**src/rtl/fb_plot_writer.sv**
```systemverilog
// fb_plot_writer
//   Receives plot requests (x, y, colour, plot) from the drawing engines, range-checks them
//   against the canvas, converts (x, y) to a linear framebuffer address, buffers them in a
//   small FIFO and drains them into the shared framebuffer write port through a req/grant
//   handshake with the memory arbiter.
//
// Ports
//   CLOCK_50    in   system clock, rising edge
//   resetn      in   asynchronous active-low reset
//   x, y        in   plot column / row
//   colour      in   plot colour
//   plot        in   plot request, sampled every cycle
//   full        out  FIFO full; plot is ignored while high
//   mem_req     out  request for the framebuffer write port
//   mem_grant   in   arbiter grant, may drop on any cycle
//   mem_addr    out  write address (FIFO head, 0 when empty)
//   mem_data    out  write data (FIFO head, 0 when empty)
//   mem_wren    out  framebuffer write strobe
//   drop_count  out  saturating count of out-of-range plots
//   idle        out  FIFO empty and drain FSM idle
//
// FIFO_DEPTH must be a power of two and at least 2.
module fb_plot_writer #(
   parameter int unsigned H_RES      = 160,
   parameter int unsigned V_RES      = 120,
   parameter int unsigned FIFO_DEPTH = 4,
   parameter int unsigned ADDR_W     = 15,
   parameter int unsigned COLOR_W    = 3
) (
   input  logic               CLOCK_50,
   input  logic               resetn,
   input  logic [7:0]         x,
   input  logic [6:0]         y,
   input  logic [COLOR_W-1:0] colour,
   input  logic               plot,
   output logic               full,
   output logic               mem_req,
   input  logic               mem_grant,
   output logic [ADDR_W-1:0]  mem_addr,
   output logic [COLOR_W-1:0] mem_data,
   output logic               mem_wren,
   output logic [7:0]         drop_count,
   output logic               idle
);

   localparam int unsigned PTR_W = $clog2(FIFO_DEPTH);
   localparam int unsigned CNT_W = PTR_W + 1;

   typedef enum logic [1:0] {StIdle, StReq, StWrite} state_e;

   // Reset asserts asynchronously but is released in step with the clock.
   logic [1:0] rst_sync_q;
   logic       rst_int_n;

   always_ff @(posedge CLOCK_50 or negedge resetn) begin
      if (!resetn) begin
         rst_sync_q <= 2'b00;
      end else begin
         rst_sync_q <= {rst_sync_q[0], 1'b1};
      end
   end

   assign rst_int_n = rst_sync_q[1];

   state_e             state_q, state_d;
   logic [CNT_W-1:0]   count_q, count_d;
   logic [PTR_W-1:0]   wptr_q, rptr_q;
   logic [7:0]         drop_q;
   logic [ADDR_W-1:0]  addr_mem [FIFO_DEPTH];
   logic [COLOR_W-1:0] data_mem [FIFO_DEPTH];

   logic              in_range;
   logic              accept;
   logic              push;
   logic              pop;
   logic [ADDR_W-1:0] plot_addr;

   assign in_range  = (32'(x) < H_RES) && (32'(y) < V_RES);
   assign accept    = plot && !full;
   assign push      = accept && in_range;
   // y*160 + x as shift-and-add
   assign plot_addr = (ADDR_W'(y) << 7) + (ADDR_W'(y) << 5) + ADDR_W'(x);

   // A write happens only in a granted WRITE cycle; that write retires the head.
   assign pop      = (state_q == StWrite) && mem_grant;
   assign mem_wren = pop;

   assign full = (count_q == CNT_W'(FIFO_DEPTH));
   assign idle = (state_q == StIdle) && (count_q == '0);

   assign mem_addr   = (count_q != '0) ? addr_mem[rptr_q] : '0;
   assign mem_data   = (count_q != '0) ? data_mem[rptr_q] : '0;
   assign drop_count = drop_q;

   always_comb begin
      count_d = count_q;
      if (push && !pop) begin
         count_d = count_q + CNT_W'(1);
      end else if (!push && pop) begin
         count_d = count_q - CNT_W'(1);
      end
   end

   // Storage carries no reset; occupancy and pointers define what is valid.
   always_ff @(posedge CLOCK_50) begin
      if (push) begin
         addr_mem[wptr_q] <= plot_addr;
         data_mem[wptr_q] <= colour;
      end
   end

   always_ff @(posedge CLOCK_50 or negedge rst_int_n) begin
      if (!rst_int_n) begin
         count_q <= '0;
         wptr_q  <= '0;
         rptr_q  <= '0;
         drop_q  <= '0;
      end else begin
         count_q <= count_d;
         if (push) begin
            wptr_q <= wptr_q + PTR_W'(1);
         end
         if (pop) begin
            rptr_q <= rptr_q + PTR_W'(1);
         end
         if (accept && !in_range && (drop_q != 8'hFF)) begin
            drop_q <= drop_q + 8'd1;
         end
      end
   end

   always_ff @(posedge CLOCK_50 or negedge rst_int_n) begin
      if (!rst_int_n) begin
         state_q <= StIdle;
      end else begin
         state_q <= state_d;
      end
   end

   always_comb begin
      state_d = state_q;
      mem_req = 1'b0;
      unique case (state_q)
         StIdle: begin
            if (count_q != '0) begin
               state_d = StReq;
            end
         end
         StReq: begin
            mem_req = 1'b1;
            if (mem_grant) begin
               state_d = StWrite;
            end
         end
         StWrite: begin
            mem_req = 1'b1;
            if (mem_grant) begin
               // Stay in WRITE for back-to-back writes while entries remain.
               state_d = (count_d != '0) ? StWrite : StIdle;
            end else begin
               state_d = StReq;
            end
         end
         default: state_d = StIdle;
      endcase
   end

endmodule

```
**config.mk**
```make
export PLATFORM = sky130hd
export DESIGN_NAME = fb_plot_writer
export DESIGN_NICKNAME = d
export VERILOG_FILES = /design/src/rtl/fb_plot_writer.sv
export SDC_FILE = /design/constraint.sdc
export NUM_CORES = 1
export LEC_CHECK = 0
export CAP_MARGIN = 20
export CORE_ASPECT_RATIO = 0.9
export CORE_MARGIN = 1.5
export CORE_UTILIZATION = 55
export CTS_CLUSTER_DIAMETER = 150
export DETAILED_ROUTE_END_ITERATION = 7
export PLACE_DENSITY = 0.79
export SYNTH_ARGS = -nofsm -noshare
export SYNTH_HDL_FRONTEND = slang
export SYNTH_SLANG_ARGS = --single-unit
```
**constraint.sdc**
```tcl
create_clock -name CLOCK_50 -period 5.23 [get_ports CLOCK_50]
set_clock_uncertainty 0.1 [all_clocks]
set_input_delay 1.046 -clock CLOCK_50 [delete_from_list [all_inputs] [get_ports CLOCK_50]]
set_output_delay 1.046 -clock CLOCK_50 [all_outputs]
set_load 0.03 [all_outputs]
```
-- Yosys cells after proc, flatten, opt, wreduce, memory -nomap -nowiden
Memory sizes are Yosys's and may differ from the RTL's.
Index checks and enable logic that the tools add are counted.
- logic and storage cells: 54
- output and inout port bits: 30
- input port bits: 22
- register bits: 19
- RAM bits: 72
- memories: 2
- reductions and logical operators: 19
- multiplexer cells: 12
- equality and inequality tests: 6
- add/sub/neg operators: 7
- order comparisons: 2
- memory list (name ; depth ; width ; rd ports ; clocked after Yosys merged registers in ; wr ports ; line ; RTL):
    addr_mem ; 4 ; 15 ; 1 ; 0 ; 1 ; 69 ; logic [ADDR_W-1:0] addr_mem [FIFO_DEPTH];
    data_mem ; 4 ; 3 ; 1 ; 0 ; 1 ; 70 ; logic [COLOR_W-1:0] data_mem [FIFO_DEPTH];
- operators by type and width (kind ; number):
    adder 14 x 12 -> 15 bit ; 1
    adder 15 x 8 -> 15 bit ; 1
    two-way mux 15 bit ; 1
    logical AND 1 bit ; 9
    two-way mux 3 bit ; 3
    adder 8 x 1 -> 8 bit (second input constant) ; 1
    less-than comparator 8 bit (second input constant) ; 1
    two-way mux 2 bit ; 4
    inequality test 8 bit (second input constant) ; 1
    less-than comparator 7 bit (second input constant) ; 1
    one-hot mux 2 bit (3 select lines) ; 1
    nonzero test 3 bit ; 2
    adder 2 x 1 -> 2 bit (second input constant) ; 2
    logical NOT 1 bit ; 4
    adder 3 x 1 -> 3 bit (second input constant) ; 1
    == test 3 bit (second input constant) ; 1
    logical NOT 3 bit ; 1
    two-way mux 1 bit ; 3
    subtractor 3 x 1 -> 3 bit (second input constant) ; 1
    == test 2 x 1 -> 1 bit (second input constant) ; 1
    == test 2 bit (second input constant) ; 1
    logical NOT 2 bit ; 1
    inequality test 2 x 1 -> 1 bit (second input constant) ; 1
    inequality test 2 bit (second input constant) ; 1
    2 further kinds ; 2

-- Logic depth before layout (Yosys ltp)
Gate-level depths: netlist of the first run.
- depth after elaboration: 12
- mapped depth: 9
- mapped depth without buffers: 9

-- Worst setup path after synthesis of the first run
No wires, ideal clock.
- path kind: input -> register
- start: in y[0]
- end: mem addr_mem[0][13] (data pin)
- arrival: 2.696 ns
- required time: 4.850 ns
- path slack: 2.154 ns
- stages on the path: 8
- library setup time: 0.280 ns
- buffers on the path: 0
- cells stage by stage: inv_1 fa_1 inv_1 ha_1 a21oi_1 o211ai_1 o41ai_1 xnor2_1
- cells in the longest elaborated chain, start to end: 2
- RTL lines (what ; line ; RTL):
    start: declaration ; 33 ; input logic [6:0] y,
    adder 14 x 12 -> 15 bit ; 82 ; assign plot_addr = (ADDR_W'(y) << 7) + (ADDR_W'(y) << 5) + ADDR_W'(x);
    adder 15 x 8 -> 15 bit ; 82 ;
    net plot_addr[13] ; 76 ; logic [ADDR_W-1:0] plot_addr;
    end: declaration ; 69 ;
The timed path passes the listed nets, and every way through them passes these cells.

-- Worst setup path in the final report of the first run
- start: reg rptr_q[0]
- end: out mem_addr[13]
- cells in the longest elaborated chain, start to end: 2
- RTL lines (what ; line ; RTL):
    start: declaration ; 67 ; logic [PTR_W-1:0] wptr_q, rptr_q;
    start signal: assignment ; 124 ; rptr_q <= rptr_q + PTR_W'(1);
    memory read (4 x 15 bit) ; - ;
    two-way mux 15 bit ; 91 ; assign mem_addr = (count_q != '0) ? addr_mem[rptr_q] : '0;
    end: declaration ; 39 ; output logic [ADDR_W-1:0] mem_addr,
Every way passes these cells.

==> results of run 1 <==
==> synth_stat cells, types with 2 or more instances <==
master	instances
a211oi_1	2
a21oi_1	6
and2_1	7
and3_1	3
and4_1	2
buf_2	7
dfrtp_1	19
edfxtp_1	72
fa_1	2
ha_1	25
inv_1	17
mux4_2	18
nand2_1	10
nand3_1	5
nand4_1	4
nor2_1	3
nor2b_1	20
nor3_1	4
o21ai_0	4
o21ai_1	2
o31ai_1	2
xnor2_1	16
xor2_1	2
==> worst max-delay path: stages, from the launching register on <==
cell and delay, ps:
dfrtp_1 590, buf_4 370, mux4_2 560, nor2b_1 140, clkdlybuf4s50_1 590
==> state kept, by name, indices dropped and copies added, names as in the netlist <==
| signal | count |
|---|---|
| drop_count | 8 |
| data_mem | 12 |
| rst_sync_q | 2 |
| count_q | 3 |
| state_q | 2 |
| addr_mem | 60 |
| wptr_q | 2 |
| rptr_q | 2 |
==> stage by stage <==
| stage | std cells | setup WS (ps) |
|---|---|---|
| 6_report | 431 | 1477 |
| 4_1_cts | 431 | 1394 |
| 5_1_grt | 431 | 1292 |
| 3_5_place_dp | 415 | 1439 |
| 2_1_floorplan | 275 | 2154 |
| 3_3_place_gp | 415 | 1528 |
==> metal layers <==
metal  up-vias  track usage, %
met5         -               0
met4         0           7.086
met3         9           4.298
met2        54           31.37
met1      1211           27.41
li1       1130               -
==> power breakdown <==
group | switching [mW] | leakage, nW | internal, mW
logic | 0.647 | 0.859 | 0.559
registers | 0.127 | 0.890 | 0.934
clock network | 0.224 | 0.121 | 0.332
total | 0.999 | 1.87 | 1.82
==> cell type report <==
cell class,count,area (sq um),area share (%)
multi-input combinational,157,1503,29.48
inverter,18,67.56,1.325
clock buffer,12,145.1,2.847
timing repair buffer,53,525.5,10.31
sequential,91,2638,51.74
clock inverter,4,98.84,1.939
tap,96,120.1,2.356
==> cells by family after synthesis <==
| family | share of synthesized area (%) |
|---|---|
| flops | 61.95 |
| simple gates | 8.434 |
| fa+ha+maj | 8.522 |
| compound gates | 4.526 |
| buf+inv | 2.762 |
| mux | 10.02 |
| xor+xnor | 3.703 |
| other cells | 0.08807 |
==> how the worst max path moves through the flow <==
stage | start | to | cells past startpoint
after CTS | rptr_q[0]$_DFFE_PN0P_ | mem_addr[13] | 4
after global placement | y[0] | addr_mem[0][13]$_DFFE_PP_ | 9
final | rptr_q[0]$_DFFE_PN0P_ | mem_addr[13] | 4
after floorplan | y[0] | addr_mem[0][13]$_DFFE_PP_ | 8
after detailed placement | y[0] | addr_mem[0][13]$_DFFE_PP_ | 9
after global routing | rptr_q[0]$_DFFE_PN0P_ | mem_addr[14] | 4
==> results.md, run 1 <==
* Setup CP Type: reg -> out
* Clock Pin Slew Worst Setup and Hold Paths at approximately 80 ps
* Final instance area at just over 5000 sq um
* Drt via density at between 5 and 6
* RSZ-0062 raised after global routing: false
* Final min period at between 3000 and 4000 ps
* Worst Tran Pin Value at around 960 ps
* # rows at 30
* Final setup vio count at 0
* Die H at 86.47 um
* Syn_area_per_cell at between 15 and 20 sq um
* Slew HR at between 30% and 40%
* Uppermost layer routed: met4
* Initial Utilization at between 50% and 60%
* CTS root buffer: clkbuf_8
* Post-synthesis sequential area ratio at 61.95%
* Core Box Area at 7507 sq um
* RR Startpoint: count_q[0]$_DFF_PN0_
* Number of antenna violations at the first check in global routing at 0
* Post-CTS setup buffers at 0
* Layout net count at between 300 and 400
* TritonCTS clock tree: built
* Fraction of layout instances using a drive strength above 1 at 11.34%
* Final hold viol count at 0
* Drt drc at 0
* Die area at slightly above 8000 sq um
* Area growth syn-to-layout at 19.72%
* Drt first-iter violations at about 100
* Worst IR drop on VDD at around 270 uV
* Met1 wire length at roughly 3300 um
* Top FF cell, synth: edfxtp_1
* DP Area at slightly below 5000 sq um
* Worst reg-to-reg setup slack at between 2000 and 2500 ps
* Critical Path AT at between 2000 and 3000 ps
* Path depth of the worst reg2reg path at 5
* Top Ports at 52
* Max-cap viol count at 0
* PortBufs at between 50 and 60
* Hold bufs inserted after CTS at 0
* Syn. warnings at 0
* Async set or reset register ratio after synthesis at a little over a fifth
* Number of global-route vias before repair at ~2400
* Capturing point of the worst reg2reg path: addr_mem[0][9]$_DFFE_PP_
* Synthesized Nets at 324
* Die W at ~96 um
* Synth area leaders: edfxtp_1, dfrtp_1, mux4_2
* Worst-path maximum fanout at 14
* Post-synth top area cell: edfxtp_1
* CTS H-tree depth at 3
* WL met3 at roughly 270 um
* Startpoint Class: flip-flop
* Fillcell total at between 500 and 600
* Max Root-Sink Buffers at 2
* Gpl congestion at 0.7707
* Post-synth EDFFs at just over 70
* Mapped Area at about 4300 sq um
* Ant diodes at 0
* Commonest non-fill, non-tap cells in the layout: edfxtp_1, clkdlybuf4s50_1, ha_1
* Total power at 2.824 mW
* Vias at ~2400
* Worst-Skew Late Latency at around 340 ps
* Cells after synthesis at roughly 280
* Outcome: finished clean
* Pleak at approximately 1.9 nW
* Setup TNS at 0 ps
* Hold Path Class: reg -> async
* Post-DP HPWL at 5130 um
* Unique cell type count in the Yosys netlist at 46
* Met2 WL at around 3700 um
* CP required at between 4000 and 5000 ps
* Routed WL at roughly 7400 um
* Clock Sinks at 91
* Total track usage at about a fifth
* Post-cts resize count at 0
* Fmax at roughly 0.27 GHz
* Total CTS buffers at 9
* Yosys reg bits at 91
* Power Density at around 550 nW/um^2
* Largest net degree at the start of global routing at 21
* Final core occ at approximately 68%
* Remaining Overflow, GRT at 0
* Worst hold margin at between 200 and 250 ps
* Worst setup EP type: output pin
* Synth top area share at around half
* First-pass GRT wire length at between 10000 and 15000 um
* Period utilization at 71.76%
* Most common cell after layout, fill and taps aside: edfxtp_1
* Wire per inst at ~17 um
* DRT Pass-1 Iters at 4
* Antenna-violating nets left at 0
* Slew Limit Fails at 0
No activity file was read; power rests on OpenSTA's default activity.
==> run 2: changes to the inputs <==
--- a/config.mk
+++ b/config.mk
@@ -8,10 +8,10 @@
 export CAP_MARGIN = 20
 export CORE_ASPECT_RATIO = 0.9
 export CORE_MARGIN = 1.5
-export CORE_UTILIZATION = 55
+export CORE_UTILIZATION = 50
 export CTS_CLUSTER_DIAMETER = 150
 export DETAILED_ROUTE_END_ITERATION = 7
-export PLACE_DENSITY = 0.79
+export PLACE_DENSITY = 0.76
 export SYNTH_ARGS = -nofsm -noshare
 export SYNTH_HDL_FRONTEND = slang
 export SYNTH_SLANG_ARGS = --single-unit
==> constraint.sdc (replaced) <==
create_clock -name CLOCK_50 -period 3.4 [get_ports CLOCK_50]
set_clock_uncertainty 0.1 [all_clocks]
set_input_delay 0.68 -clock CLOCK_50 [delete_from_list [all_inputs] [get_ports CLOCK_50]]
set_output_delay 0.68 -clock CLOCK_50 [all_outputs]
set_load 0.03 [all_outputs]
==> run 2 against run 1 <==
Against the previous run:
- first-iteration DRC count grew 11%
- worst setup slack lost 1300 ps
- count of clock-buffer cells in the layout shrank 3
- sequential power grew 48%
- register-to-register slack lost 1400 ps
- routed wire length shrank 2.4%
- global-route usage shrank 2.8 points
- design area grew 0.64%
- cell count grew 2.8%
- critical endpoint is now mem_addr[8]
==> results.md, run 2 (synthesis results as in run 1) <==
* Number of global-route vias before repair at 2333 (was 2373)
* Outcome: finished clean (unchanged)
* Critical Path AT at 2440 ps (was 2610 ps)
* # rows at 31 (was 30)
* Gpl congestion at 0.8116 (was 0.7707)
* Final min period at 3221 ps
* Routed WL at 7215 um (was 7396 um)
* Setup CP Type: reg -> out (unchanged)
* Wire per inst at 16.29 um (was 17.16 um)
* Max FFs per register at 60 (unchanged)
* Die H at 90.55 um (was 86.47 um)
* Final instance area at 5130 sq um (was 5097 sq um)
* Dpl cells at 427 (was 415)
* Die W at 100.3 um (was 95.75 um)
* Most common cell after layout, fill and taps aside: edfxtp_1 (unchanged)
* RSZ-0062 raised after global routing: false (unchanged)
* Worst IR drop on VDD at 321.3 uV (was 265.2 uV)
* Fraction of layout instances using a drive strength above 1 at 14.24% (was 11.34%)
* Vias at 2413 (was 2404)
* Period utilization at 94.73%
* Power Density at 828.3 nW/um^2 (was 553.9 nW/um^2)
* Pleak at 1.902 nW (was 1.870 nW)
* Clock Pin Slew Worst Setup and Hold Paths at 100 ps (was 80 ps)
* Fmax at ~0.31 GHz
* Layout net count at 388 (was 379)
* Slew Limit Fails at 0 (unchanged)
* Post-CTS setup buffers at 0 (unchanged)
* Post-cts resize count at 0 (unchanged)
* First-pass GRT wire length at 11730 um (was 12040 um)
* Place WS at 16.69 ps (was 1439 ps)
* Largest net degree at the start of global routing at 22 (was 21)
* DP Area at 4922 sq um (was 4853 sq um)
* Remaining Overflow, GRT at 0 (unchanged)
* Startpoint Class: flip-flop (unchanged)
* PortBufs at 51 (unchanged)
* Die area at 9079 sq um (was 8279 sq um)
* Area growth syn-to-layout at 20.48% (was 19.72%)
* Final hold viol count at 0 (unchanged)
* Post-DP HPWL at 5096 um (was 5130 um)
* Max Root-Sink Buffers at 2 (unchanged)
* Drt first-iter violations at 114 (was 103)
* Top Ports at 52 (unchanged)
* Final setup vio count at 0 (unchanged)
* Worst reg-to-reg setup slack at 1060 ps (was 2420 ps)
* Antenna-violating nets left at 0 (unchanged)
* TritonCTS clock tree: built (unchanged)
* Worst Tran Pin Value at 711.0 ps (was 964.2 ps)
* Hold Path Class: reg -> async (unchanged)
* CP required at 2620 ps (was 4080 ps)
* Ant diodes at 0 (unchanged)
* Slew HR at 52.60% (was 35.72%)
* Path depth of the worst reg2reg path at 6 (was 5)
* Number of antenna violations at the first check in global routing at 0 (unchanged)
* Hold bufs inserted after CTS at 0 (unchanged)
* Max-cap viol count at 0 (unchanged)
* Worst-Skew Late Latency at 360 ps (was 340 ps)
* Commonest non-fill, non-tap cells in the layout: edfxtp_1, clkdlybuf4s50_1, ha_1 (unchanged)
* Clock Sinks at 91 (unchanged)
* Drt drc at 0 (unchanged)
* Core Box Area at 8145 sq um (was 7507 sq um)
* CTS H-tree depth at 3 (unchanged)
* Final worst slack at 179.3 ps (was 1477 ps)
* CTS root buffer: clkbuf_8 (unchanged)
* Total track usage at 17.02% (was 19.87%)
* Worst-path maximum fanout at 21 (was 14)
* Drt via density at 5.447 (was 5.578)
* DRT Pass-1 Iters at 4 (unchanged)
* Total CTS buffers at 9 (unchanged)
* RR Startpoint: count_q[0]$_DFF_PN0_ (unchanged)
* Initial Utilization at 52.27% (was 56.72%)
* Capturing point of the worst reg2reg path: addr_mem[0][10]$_DFFE_PP_ (was addr_mem[0][9]$_DFFE_PP_)
* Largest Register: addr_mem (unchanged)
* Non-Filler Instances at 443 (was 431)
* Setup TNS at 0 ps (unchanged)
* Worst setup EP type: output pin (unchanged)
==> run 2: report_power, final <==
part / internal [mW] / total [mW] / leakage [nW] / switching, mW
Combinational: 0.881 / 1.93 / 0.909 / 1.05
Clock: 0.355 / 0.752 / 0.103 / 0.397
Sequential: 1.43 / 1.57 / 0.890 / 0.133
==> run 2: per-layer routing <==
layer,wire length (um),track usage [%],share of wire [%]
met2,3548,27.38,49
met1,3294,23.05,46
met5,0,0,0
met4,60,4.577,0.83
met3,312,4.567,4.3
==> run 2: cell type report <==
class	count	area [sq um]
Inverter	18	67.56
Tap cell	99	123.9
Clock buffer	9	123.9
Clock inverter	7	83.83
Fill cell	623	3015
Sequential cell	91	2638
Multi-Input combinational cell	157	1503
Timing Repair Buffer	62	590.6
==> run 2: worst max-delay path by stage <==
stage                               from                         to  slack [ps]  cells after the start
global placement                    y[0]  addr_mem[0][13]$_DFFE_PP_          90                      9
floorplan                           y[0]  addr_mem[0][13]$_DFFE_PP_         690                      8
CTS                 count_q[0]$_DFF_PN0_                mem_addr[8]         160                      6
finish              count_q[0]$_DFF_PN0_                mem_addr[8]         180                      6
detailed placement                  y[0]  addr_mem[1][12]$_DFFE_PP_          20                      8
global route        count_q[0]$_DFF_PN0_                mem_addr[8]          30                      6
==> run 2: critical path: stages, from the launching register on <==
cell             delay (ps)
dfrtp_1                 470
inv_1                    90
ha_1                    250
nor2b_1                 140
buf_4                   220
nor2b_1                 200
clkdlybuf4s50_1         700
==> run 2: per-stage QoR <==
step | utilization (%) | power, mW | hold slack [ps]
floorplan | - | 2.886 | 113.2
global placement | 60.43 | 3.510 | 219.3
detailed placement | 60.43 | 3.542 | 222.3
CTS | 62.98 | 4.291 | 230.9
global route | 62.98 | 4.491 | 274.4
finish | 62.98 | 4.249 | 197.1
==> run 3: changes to the inputs <==
--- a/config.mk
+++ b/config.mk
@@ -11,7 +11,9 @@
 export CORE_UTILIZATION = 50
 export CTS_CLUSTER_DIAMETER = 150
 export DETAILED_ROUTE_END_ITERATION = 7
+export GPL_TIMING_DRIVEN = 0
 export PLACE_DENSITY = 0.76
 export SYNTH_ARGS = -nofsm -noshare
 export SYNTH_HDL_FRONTEND = slang
 export SYNTH_SLANG_ARGS = --single-unit
+export TNS_END_PERCENT = 30
==> run 3 against run 2 <==
Against the previous run:
- routed wire length is 4.6% higher
- die area stayed put
- worst setup slack better by 51 ps
- sequential cell count unchanged
- sequential power about the same
- design area is 0.34% lower
==> results.md, run 3 (synthesis results as in run 1) <==
* Outcome: finished clean (unchanged)
* Die W at 100.3 um (unchanged)
* Setup TNS at 0 ps (unchanged)
* CTS root buffer: clkbuf_8 (unchanged)
* Gate power share at 46.1% (was 45.4%)
* Gpl congestion at 0.8347 (was 0.8116)
* Critical Path Source: count_q[0]$_DFF_PN0_ (unchanged)
* Total track usage at 17.88% (was 17.02%)
* # rows at 31 (unchanged)
* DRT Pass-1 Iters at 5 (was 4)
* Non-Filler Instances at 441 (was 443)
* TritonCTS clock tree: built (unchanged)
* Drt first-iter violations at 105 (was 114)
* Power Density at 826.8 nW/um^2 (was 828.3 nW/um^2)
* Clock Pin Slew Worst Setup and Hold Paths at 90 ps (was 100 ps)
* Hold Path Class: reg -> async (unchanged)
* Core Box Area at 8145 sq um (unchanged)
* Worst IR drop on VDD at 428.2 uV (was 321.3 uV)
* Worst Tran Pin Value at 969.5 ps (was 711.0 ps)
* Psw at 1.581 mW (was 1.580 mW)
* First-pass GRT wire length at 12150 um (was 11730 um)
* Final setup vio count at 0 (unchanged)
* Slowest-stage cell, CP: clkdlybuf4s50_1 (unchanged)
* RR Startpoint: count_q[0]$_DFF_PN0_ (unchanged)
* Largest net degree at the start of global routing at 19 (was 22)
* Remaining Overflow, GRT at 0 (unchanged)
* Vias at 2425 (was 2413)
* CP peak stage delay at 700 ps (about the same)
* CP dominant cell by count: nor2b_1 (unchanged)
* CP Cell Sequence: inv_1 > ha_1 > nor2b_1 > clkbuf_4 > nor2b_1 > clkdlybuf4s50_1 (was inv_1 > ha_1 > nor2b_1 > buf_4 > nor2b_1 > clkdlybuf4s50_1)
* Worst-path maximum fanout at 10 (was 21)
* Drt via density at 5.499 (was 5.447)
* Power share of the sequential group at 36.7% (was 36.9%)
* Switching Share at 37.41% (was 37.18%)
* Initial Utilization at 52.27% (unchanged)
* Routed WL at 7547 um (was 7215 um)
* Max-cap viol count at 0 (unchanged)
* Max Root-Sink Buffers at 2 (unchanged)
* Internal cell power at 2.646 mW (was 2.669 mW)
* Critical Path AT at 2390 ps (was 2440 ps)
* Slew Limit Fails at 0 (unchanged)
* RSZ-0062 raised after global routing: false (unchanged)
* Fmax at 0.3155 GHz (was 0.3105 GHz)
* Layout net count at 386 (was 388)
* CTS H-tree depth at 3 (unchanged)
* Clock Power Share at 17.2% (was 17.7%)
* Worst setup EP type: output pin (unchanged)
* CP required at 2620 ps (about the same)
* Most common cell after layout, fill and taps aside: edfxtp_1 (unchanged)
* Antenna-violating nets left at 0 (unchanged)
* Total CTS buffers at 9 (unchanged)
* Worst-Skew Late Latency at 350 ps (was 360 ps)
* Ant diodes at 0 (unchanged)
* Post-DP HPWL at 5137 um (was 5096 um)
* Die area at 9079 sq um (unchanged)
* Largest Register: addr_mem (unchanged)
* Setup CP Type: reg -> out (unchanged)
* Period utilization at 93.22% (was 94.73%)
* Die H at 90.55 um (unchanged)
* Worst hold margin at 201.4 ps (was 197.1 ps)
* Pleak at 1.964 nW (was 1.902 nW)
* Final hold viol count at 0 (unchanged)
* Number of antenna violations at the first check in global routing at 0 (unchanged)
* Slew HR at 35.37% (was 52.60%)
* Place WS at -67.27 ps (was 16.69 ps)
* Number of global-route vias before repair at 2481 (was 2333)
* Max FFs per register at 60 (unchanged)
* Wire per inst at 17.11 um (was 16.29 um)
* Final min period at 3170 ps (was 3221 ps)
* Final worst slack at 230.5 ps (was 179.3 ps)
* Fraction of layout instances using a drive strength above 1 at 13.45% (was 14.24%)
* Area growth syn-to-layout at 20.07% (was 20.48%)
* Commonest non-fill, non-tap cells in the layout: edfxtp_1, clkdlybuf4s50_1, ha_1 (unchanged)
* Clock Sinks at 91 (unchanged)
* Drt drc at 0 (unchanged)
* Hold bufs inserted after CTS at 0 (unchanged)
* Top Ports at 52 (unchanged)
* Startpoint Class: flip-flop (unchanged)
* PortBufs at 51 (unchanged)
* Dpl cells at 425 (was 427)
[run 3: cell count changes in the layout (fill, tap and decap cells not counted), moves of 2 or more]
cell / change
buf_4: -11
clkdlybuf4s50_1: -9
dlymetal6s2s_1: +7
buf_2: +6
dlygate4sd2_1: +3
inv_8: -3
clkinv_4: +2
[run 3: final timing paths]
check,end,slack (ps),cells past startpoint
max reg2reg,addr_mem[2][13]$_DFFE_PP_,590,7
min,wptr_q[0]$_DFFE_PN0P_,200,0
min reg2reg,wptr_q[0]$_DFFE_PN0P_,200,0
max in group asynchronous,count_q[1]$_DFF_PN0_,2540,0
max,mem_addr[6],230,6
min in group CLOCK_50,rst_sync_q[1]$_DFF_PN0_,260,0
[run 3: timing repair]
| item | 4_1_cts | 5_1_grt |
|---|---|---|
| buffers inserted | 0 | 0 |
| pin swaps | 0 | 0 |
| setup endpoints to repair | 10 | 8 |
| gates cloned | 0 | 0 |
| resized for setup | 5 | 8 |
[run 3: through the flow]
step / util, % / power (mW) / cell area, sq um
6_report: 62.77 / 4.227 / 5112
5_1_grt: 62.77 / 4.457 / 5112
4_1_cts: 62.52 / 4.272 / 5092
3_5_place_dp: 60.06 / 3.558 / 4892
3_3_place_gp: 60.06 / 3.508 / 4892
2_1_floorplan: - / 2.886 / 4258
[run 3: area by class of cell]
class,instances,area [sq um]
clock buffer,10,127.6
timing repair buffer,51,524.3
buffer,9,56.30
clock inverter,6,72.57
multi-input combinational,157,1503
fill,627,3033
inverter,18,67.56
tap,99,123.9
sequential,91,2638
[run 3: power groups by stage]
| stage | Sequential [mW] | Combinational, mW | Clock (mW) |
|---|---|---|---|
| finish | 1.55 | 1.95 | 0.727 |
| global route | 1.57 | 2.10 | 0.787 |
| CTS | 1.55 | 1.98 | 0.738 |
| floorplan | 1.60 | 1.28 | 0 |
| global placement | 1.56 | 1.94 | 0 |
| detailed placement | 1.57 | 1.98 | 0 |
[run 3: critical path: cells and delay by family, from the launching register on]
family | cells | cell delay, ps
buf+inv | 3 | 990
fa+ha+maj | 1 | 240
simple gates | 2 | 350
flops | 1 | 460
[run 3: routing by layer]
layer / GRT usage, % / vias to the layer above / routed length, um
met5: 0 / - / 0
met4: 4.930 / 0 / 76
met3: 4.721 / 6 / 411
met2: 29.59 / 68 / 3808
met1: 23.43 / 1204 / 3252
li1: - / 1147 / -
